File: src/rtl/fetch_pkg.sv
// Shared types and constants for the instruction fetch unit.
package fetch_pkg;

    typedef enum logic [2:0] {
        IDLE,
        WAIT,
        DROP,
        STOP,
        HALTED
    } state_t;

    localparam logic [15:0] HALT_WORD = 16'hFFFF;
    localparam logic [15:0] PC_STEP   = 16'd2;

endpackage

File: src/rtl/fetch_queue.sv
// Synchronous instruction queue holding {pc, instr} pairs; flush empties it in one edge.
module fetch_queue #(
    parameter int DEPTH = 4,
    localparam int AW = $clog2(DEPTH),
    localparam int CW = AW + 1
) (
    input  logic          clock,
    input  logic          reset_n,
    input  logic          push,
    input  logic          pop,
    input  logic          flush,
    input  logic [31:0]   wdata,
    output logic [31:0]   rdata,
    output logic [CW-1:0] count,
    output logic          full,
    output logic          empty
);

    logic [31:0]   mem [DEPTH];
    logic [AW-1:0] wr_ptr;
    logic [AW-1:0] rd_ptr;
    logic          do_push;
    logic          do_pop;

    assign full    = (count == CW'(DEPTH));
    assign empty   = (count == '0);
    assign do_push = push && !full;
    assign do_pop  = pop && !empty;
    assign rdata   = mem[rd_ptr];

    // NOTE: sequential state uses non-blocking assignments so every register samples pre-edge values.
    always_ff @(posedge clock or negedge reset_n) begin
        if (!reset_n) begin
            wr_ptr <= '0;
            rd_ptr <= '0;
            count  <= '0;
        end else if (flush) begin
            wr_ptr <= '0;
            rd_ptr <= '0;
            count  <= '0;
        end else begin
            if (do_push) wr_ptr <= wr_ptr + AW'(1);
            if (do_pop)  rd_ptr <= rd_ptr + AW'(1);
            case ({do_push, do_pop})
                2'b10:   count <= count + CW'(1);
                2'b01:   count <= count - CW'(1);
                default: count <= count;
            endcase
        end
    end

    // NOTE: storage has no reset; an entry is only read after it was written, and the top gates the empty head.
    always_ff @(posedge clock) begin
        if (do_push) mem[wr_ptr] <= wdata;
    end

endmodule

File: src/rtl/fetch_unit.sv
// Instruction fetch unit: single-outstanding memory requester feeding a decode queue,
// with redirect flush and a sticky halt on the all-ones instruction word.
module fetch_unit
    import fetch_pkg::*;
#(
    parameter int          DEPTH    = 4,
    parameter logic [15:0] RESET_PC = 16'h0000
) (
    input  logic        clock,
    input  logic        reset_n,
    output logic        imem_req,
    output logic [15:0] imem_addr,
    input  logic        imem_ack,
    input  logic [15:0] imem_data,
    output logic        instr_valid,
    output logic [15:0] instr,
    output logic [15:0] instr_pc,
    input  logic        instr_ready,
    input  logic        redirect,
    input  logic [15:0] redirect_pc,
    output logic        halted
);

    localparam int          CW       = $clog2(DEPTH) + 1;
    localparam logic [15:0] START_PC = RESET_PC & 16'hFFFE;

    state_t        state, state_n;
    logic [15:0]   fetch_pc, pc_n;
    logic [15:0]   addr_n, issue_pc, target;
    logic          req_n, issue;
    logic          fetch, pop, push, flush;
    logic [31:0]   q_rdata;
    logic [CW-1:0] q_count;
    logic          q_full, q_empty;
    int            entries_after;

    assign fetch       = imem_req && imem_ack;
    assign pop         = instr_valid && instr_ready;
    assign target      = redirect_pc & 16'hFFFE;
    assign instr_valid = !q_empty && (state != HALTED);
    assign instr       = instr_valid ? q_rdata[15:0]  : 16'h0000;
    assign instr_pc    = instr_valid ? q_rdata[31:16] : 16'h0000;
    assign halted      = (state == HALTED);

    fetch_queue #(.DEPTH(DEPTH)) u_queue (
        .clock   (clock),
        .reset_n (reset_n),
        .push    (push),
        .pop     (pop && !redirect),
        .flush   (flush),
        .wdata   ({imem_addr, imem_data}),
        .rdata   (q_rdata),
        .count   (q_count),
        .full    (q_full),
        .empty   (q_empty)
    );

    // NOTE: every always_comb output gets a default first, so no path can infer a latch.
    always_comb begin
        state_n       = state;
        req_n         = imem_req;
        addr_n        = imem_addr;
        pc_n          = fetch_pc;
        push          = 1'b0;
        flush         = 1'b0;
        issue         = 1'b0;
        issue_pc      = fetch_pc;
        entries_after = int'(q_count) - int'(pop);

        if (state == HALTED) begin
            req_n = 1'b0;
        end else if (redirect) begin
            flush = 1'b1;
            if (imem_req && !imem_ack) begin
                // Request still in flight: hold it stable and discard its data on arrival.
                state_n = DROP;
                pc_n    = target;
            end else begin
                issue    = 1'b1;
                issue_pc = target;
            end
        end else begin
            case (state)
                IDLE: if (entries_after < DEPTH) issue = 1'b1;
                WAIT: begin
                    if (fetch) begin
                        push = !q_full;
                        if (imem_data == HALT_WORD) begin
                            state_n = STOP;
                            req_n   = 1'b0;
                        end else if (entries_after + 1 < DEPTH) begin
                            issue = 1'b1;
                        end else begin
                            state_n = IDLE;
                            req_n   = 1'b0;
                        end
                    end
                end
                DROP: if (fetch) issue = 1'b1;
                STOP: if (pop && instr == HALT_WORD) state_n = HALTED;
                default: ;
            endcase
        end

        if (issue) begin
            state_n = WAIT;
            req_n   = 1'b1;
            addr_n  = issue_pc;
            pc_n    = issue_pc + PC_STEP;
        end
    end

    always_ff @(posedge clock or negedge reset_n) begin
        if (!reset_n) begin
            state     <= IDLE;
            imem_req  <= 1'b0;
            imem_addr <= START_PC;
            fetch_pc  <= START_PC;
        end else begin
            state     <= state_n;
            imem_req  <= req_n;
            imem_addr <= addr_n;
            fetch_pc  <= pc_n;
        end
    end

endmodule

File: config.mk
export PLATFORM = sky130hd
export DESIGN_NAME = fetch_unit
export DESIGN_NICKNAME = d
export VERILOG_FILES = /design/src/rtl/fetch_pkg.sv /design/src/rtl/fetch_queue.sv /design/src/rtl/fetch_unit.sv
export SDC_FILE = /design/constraint.sdc
export NUM_CORES = 1
export LEC_CHECK = 0
export ABC_AREA = 1
export CAP_MARGIN = 10
export CORE_MARGIN = 2
export CORE_UTILIZATION = 40
export CTS_CLUSTER_SIZE = 16
export DETAILED_ROUTE_END_ITERATION = 16
export GPL_TIMING_DRIVEN = 0
export PLACE_DENSITY = 0.62
export SETUP_SLACK_MARGIN = 0.4
export SLEW_MARGIN = 0
export SYNTH_ARGS = -nofsm -noshare
export SYNTH_HDL_FRONTEND = slang
export SYNTH_HIERARCHICAL = 1
export SYNTH_SLANG_ARGS = --single-unit
File: constraint.sdc
create_clock -name clock -period 3.15 [get_ports clock]
set_clock_uncertainty 0.15 [all_clocks]
set_input_delay 0.7875 -clock clock [delete_from_list [all_inputs] [get_ports clock]]
set_output_delay 0.7875 -clock clock [all_outputs]
set_load 0.02 [all_outputs]
## After elaboration in Yosys (flattened, before gate mapping)

Memories as Yosys holds them, arrays and structs flattened.
Index checks and enable logic that the tools add are counted.

- Mux-type cells: 48
- Reductions and logical operators: 25
- Order comparisons: 2
- $add $sub $neg: 7
- Equal/unequal tests: 17

Operator list:

| operator | count |
|---|---|
| $mux W16 | 9 |
| $eq A16 B16 Y1 const B | 2 |
| $mux W3 | 9 |
| $mux W1 | 23 |
| $add A16 B2 Y16 const B | 1 |
| $ne A4 B4 Y1 const B | 3 |
| $pmux W3 S2 | 2 |
| $reduce_bool A3 Y1 | 3 |
| $logic_and A1 B1 Y1 | 8 |
| $mux W2 | 4 |
| $reduce_bool A2 Y1 | 4 |
| $eq A3 B2 Y1 const B | 2 |
| $eq A3 B3 Y1 const B | 2 |
| $logic_not A3 Y1 | 2 |
| $ne A3 B1 Y1 const B | 2 |
| $reduce_and A6 Y1 | 1 |
| $add A4 B2 Y5 const B | 1 |
| $lt A5 B4 Y1 const B | 1 |
| $ne A5 B5 Y1 const B | 1 |
| $add A2 B1 Y2 const B | 2 |
| $logic_not A1 Y1 | 4 |
| $lt A4 B4 Y1 const B | 1 |
| $reduce_and A4 Y1 | 1 |
| $reduce_bool A4 Y1 | 1 |
| 10 further kinds | 10 |

- Input port bits: 37
- Memories: 1
- Flip-flop bits (word level): 43
- Memory bits (writable): 128
- Word-level logic and storage cells: 107

Memories:

| memory | depth | bits a word | read ports | clocked after Yosys merged registers in | write ports | line | RTL |
|---|---|---|---|---|---|---|---|
| u_queue.mem | 4 | 32 | 1 | 0 | 1 | fetch_queue.sv:19 | `logic [31:0] mem [DEPTH];` |

## Logic depth before layout (Yosys ltp)

- Depth after elaboration: 15
- Gate-level depth with buffers: 25

## Cells and area by module

Netlist, hierarchy kept.

Modules (own cells, without submodules):

| module | sequential area each (µm²) | cells each | area an instance (µm²) | times used |
|---|---|---|---|---|
| fetch_queue | 4018.9 | 377 | 5281.3 | 1 |
| fetch_unit | 900.9 | 464 | 2867.8 | 1 |

## Worst setup path before layout

Ideal clock, no wire load.

- Kind: input -> register
- Start: input port redirect
- End: memory u_queue.mem[0][0] (enable)
- Library setup time: 0.421 ns
- Stages: 5
- Slack: -0.519 ns
- Arrival: 3.098 ns
- Buffers on the path: 2
- Data required time: 2.579 ns
- Cell sequence: buf_2 -> clkbuf_1 -> nor4_1 -> nand2_2 -> nor2_1

- Word-level cells in the longest chain between the ends: 5

RTL lines:

| item | line | RTL |
|---|---|---|
| from (decl) | fetch_unit.sv:19 | `input logic redirect,` |
| $mux W1 | fetch_unit.sv:72 | `end else if (redirect) begin` |
| $mux W1 | fetch_unit.sv:70 | `if (state == HALTED) begin` |
| named net push | fetch_unit.sv:31 | `logic fetch, pop, push, flush;` |
| $logic_and A1 B1 Y1 | fetch_queue.sv:27 | `assign do_push = push && !full;` |
| $mux W1 | fetch_queue.sv:54 | `if (do_push) mem[wr_ptr] <= wdata;` |
| $mux W1 (not written as such) | fetch_queue.sv:54 |  |
| to (decl) | fetch_queue.sv:19 |  |

The timed path passes the listed nets, and every way through them passes these cells.

## Worst setup path in the final report

- Start: register u_queue.count[2]
- End: output port instr_pc[14]

- Word-level cells in the longest chain between the ends: 4

RTL lines:

| item | line | RTL |
|---|---|---|
| from (decl) | fetch_queue.sv:14 | `output logic [CW-1:0] count,` |
| from (signal assigned) | fetch_queue.sv:45 | `2'b10: count <= count + CW'(1);` |
| from (signal assigned) | fetch_queue.sv:46 | `2'b01: count <= count - CW'(1);` |
| from (signal assigned) | fetch_queue.sv:47 | `default: count <= count;` |
| $logic_not A3 Y1 | fetch_queue.sv:26 | `assign empty = (count == '0);` |
| named net q_empty | fetch_unit.sv:34 | `logic q_full, q_empty;` |
| $logic_not A1 Y1 | fetch_unit.sv:40 | `assign instr_valid = !q_empty && (state != HALTED);` |
| $logic_and A1 B1 Y1 | fetch_unit.sv:40 |  |
| $mux W16 | fetch_unit.sv:42 | `assign instr_pc = instr_valid ? q_rdata[31:16] : 16'h0000;` |
| to (decl) | fetch_unit.sv:17 | `output logic [15:0] instr_pc,` |

The timed path passes the listed nets, and every way through them passes these cells.

==> results.json <==
{
  "status": "finished clean",
  "root_buffer": "clkbuf_16",
  "critPathArrivalTime_ns": 2.05,
  "yosysSeqAreaShare_pct": 60.4,
  "cpMostUsedCell": "buf_6",
  "multi_input_area_um2": 3340,
  "sw_frac_of_total_pct": 38.9,
  "synth_seq_cells": 171,
  "slew_headroom_pct": 24.0,
  "cts.sinks": 171,
  "finalHoldViolCount": 0,
  "yosysTopAreaCell": "edfxtp_1",
  "synth_cell_types": 36,
  "max_freq_mhz": 334,
  "grt_overflow": 0,
  "grt_max_degree": 33,
  "tightestPinTransition_ns": 1.14,
  "final_net_count": 1057,
  "drtPass1Iterations": 5,
  "synth.top_cell.area_share_pct": 47.2,
  "num_rows": 52,
  "synth_most_common_cell": "nand2_1",
  "path_cells": "buf_6 > inv_2 > nand2_2 > inv_2 > or2_4 > buf_12 > buf_12 > buf_6 > clkbuf_16 > nor2_4 > buf_6",
  "initial_core_util_pct": 40.5,
  "dr.first_iter.drc_count": 426,
  "maxCapViolCount": 0,
  "syn-instance-count": 841,
  "track_usage_pct": 20.8,
  "port-buffer-count": 85,
  "synth_edf_count": 128,
  "clock_path_buffers": 2,
  "p_int_mw": 6.83,
  "cp-end-kind": "primary output",
  "cts_tree": "done",
  "cp_slowest_cell": "dfrtp_1",
  "clkLatencyLatePin_ns": 0.43,
  "antenna_found_initial": 0,
  "crit_type": "register to primary output",
  "p_leak_nw": 4.88,
  "p_clk_share_pct": 19.6,
  "cpPeakStageDelay_ns": 0.37,
  "layout_setup_ws_ns": 0.158,
  "io_pins": 88,
  "p_sw_mw": 4.34,
  "register_area_um2": 4920,
  "drive_gt1_share_pct": 32.7,
  "grt_pass1_wl_mm": 34.4,
  "syn-num-nets": 886,
  "ir_worst_vdd_mv": 0.491,
  "vias_per_cell": 5.09,
  "crit_fanout": 5,
  "dp_slack_ns": -0.482,
  "synthTopCellsByArea": "edfxtp_1 (47%), dfrtp_1 (13%), nand2_1 (8.0%), nor2_1 (5.7%), o21ai_0 (4.7%)",
  "netlist_top_cells_count": "nand2_1 (173), edfxtp_1 (128), nor2_1 (123), inv_1 (90), o21ai_0 (76)",
  "fp.dieW_um": 147,
  "htreeDepth": 4,
  "p_seq_share_pct": 28.2,
  "critPathLaunchType": "register",
  "dp_hpwl_mm": 13.7,
  "cts_hold_buffers": 0,
  "finalPower_mw": 11.2,
  "synth_warnings": 6,
  "min_path_type": "primary input to async pin",
  "grt_pass1_vias": 6350,
  "cts_buffers": 17,
  "synth.cell_area_um2": 8150,
  "cp.required_ns": 2.21,
  "final-setup-viol-count": 0,
  "synth_flop_cell": "edfxtp_1",
  "finalSetupTns_ns": 0,
  "totalWireLength_mm": 22.3,
  "rsz0062_at_grt": "yes",
  "detail-route-antenna-nets": 0,
  "num_vias": 6593,
  "syn2layout_area_growth_pct": 43.0,
  "postSynthAreaPerCell_um2": 9.69,
  "clk_pin_slew_worst_paths_ns": 0.07,
  "finalCritPeriodShare_pct": 95.0,
  "r2r_slack_ns": 0.31,
  "whs_ns": 0.176,
  "utilization_pct": 58.0,
  "wire_per_inst_um": 17.2,
  "nFillCells": 1653,
  "power_density_nw_per_um2": 958,
  "coreArea_um2": 20100,
  "die_h_um": 147,
  "gp_congestion": 0.858,
  "dieArea_um2": 21500,
  "pwr-share-comb_pct": 52.2,
  "drc": 0,
  "min_period_ns": 2.99,
  "slew_viol_final": 0,
  "async_reset_ff_share_pct": 25.1,
  "n_antenna_cell": 0
}
## placed cells by master, fill, tap and decap left out, types with 7 or more instances in the layout
master / count
o22ai_1: 27
inv_1: 85
nand3_1: 16
o21ai_0: 62
nand2_4: 18
edfxtp_1: 128
nor2_4: 44
dfrtp_1: 39
clkbuf_16: 22
buf_12: 7
clkdlybuf4s50_1: 50
buf_4: 46
nand2_2: 37
nand3_2: 19
buf_8: 12
o21ai_2: 10
buf_6: 56
o21ai_1: 16
nand2_1: 131
nand4_1: 27
inv_2: 8
nor2_1: 86
## metrics by stage
step / area [um2] / instances
3_5_place_dp: 9440 / 1197
5_1_grt: 11700 / 1295
4_1_cts: 11100 / 1277
3_3_place_gp: 9430 / 1196
6_report: 11700 / 1295
2_1_floorplan: 8240 / 841
## kinds of logic (layout without fill, tap and decap cells)
family                     Yosys count  after routing  share of synthesized area [%]
xor gates and xnor gates             7              7                          0.752
DFF                                171            171                           60.4
adders and majority gates            8              8                           1.32
buffers and inverters              135            318                           7.45
and+or+nand+nor                    391            392                           21.2
AOI/OAI and AO/OA                  129            129                           8.95
## cell type report
class | count | area share, %
inverters | 97 | 3.21
flip-flops and latches | 171 | 42.3
clock buffers | 18 | 3.68
plain buffers | 38 | 3.96
well taps | 270 | 2.90
multi-input cells | 536 | 28.7
clock inverters | 14 | 1.58
repair buffers | 151 | 13.7
## state kept, by name, indices dropped and copies added, names as in the netlist
register,cells
state,3
fetch_pc,16
imem_req,1
u_queue/rd_ptr,2
u_queue/count,3
u_queue/mem,128
u_queue/wr_ptr,2
imem_addr,16
## critical path: cells and delay by family, from the launching register on
| family | cells | cell delay (ns) |
|---|---|---|
| buf+inv | 8 | 0.83 |
| flops | 1 | 0.37 |
| simple gates | 3 | 0.44 |
## power groups by stage
stage	Clock, mW	Sequential (mW)	Combinational, mW
after floorplan	0	3.21	2.13
final	2.19	3.15	5.83
after global routing	2.31	3.20	6.26
after CTS	2.22	3.13	5.02
after detailed placement	0	3.19	3.55
after global placement	0	3.18	3.51
## timing repair
action / CTS / global route
resized for setup: 339 / 137
endpoints found under the setup margin: 198 / 199
cloned: 9 / 0
setup buffers: 39 / 18
pin swaps: 33 / 50
## per-layer routing
layer,GRT usage [%],part of all wire (%)
met5,0,0
met4,7.86,2.0
met3,4.72,6.2
met2,34.7,50
met1,26.6,42
## final timing paths
kind | startpoint | to | depth (start not counted)
setup reg to reg | u_queue/count[1]$_DFFE_PN0P_ | fetch_pc[3]$_DFFE_PN0P_ | 21
min in group clock | fetch_pc[13]$_DFFE_PN0P_ | fetch_pc[13]$_DFFE_PN0P_ | 2
max in group asynchronous | reset_n | u_queue/rd_ptr[1]$_DFFE_PN0P_ | 2
hold / removal | reset_n | state[2]$_DFFE_PN0P_ | 1
setup / recovery | u_queue/count[2]$_DFFE_PN0P_ | instr_pc[14] | 11
hold reg to reg | fetch_pc[13]$_DFFE_PN0P_ | fetch_pc[13]$_DFFE_PN0P_ | 2
Power figures use the tool's default switching activity.
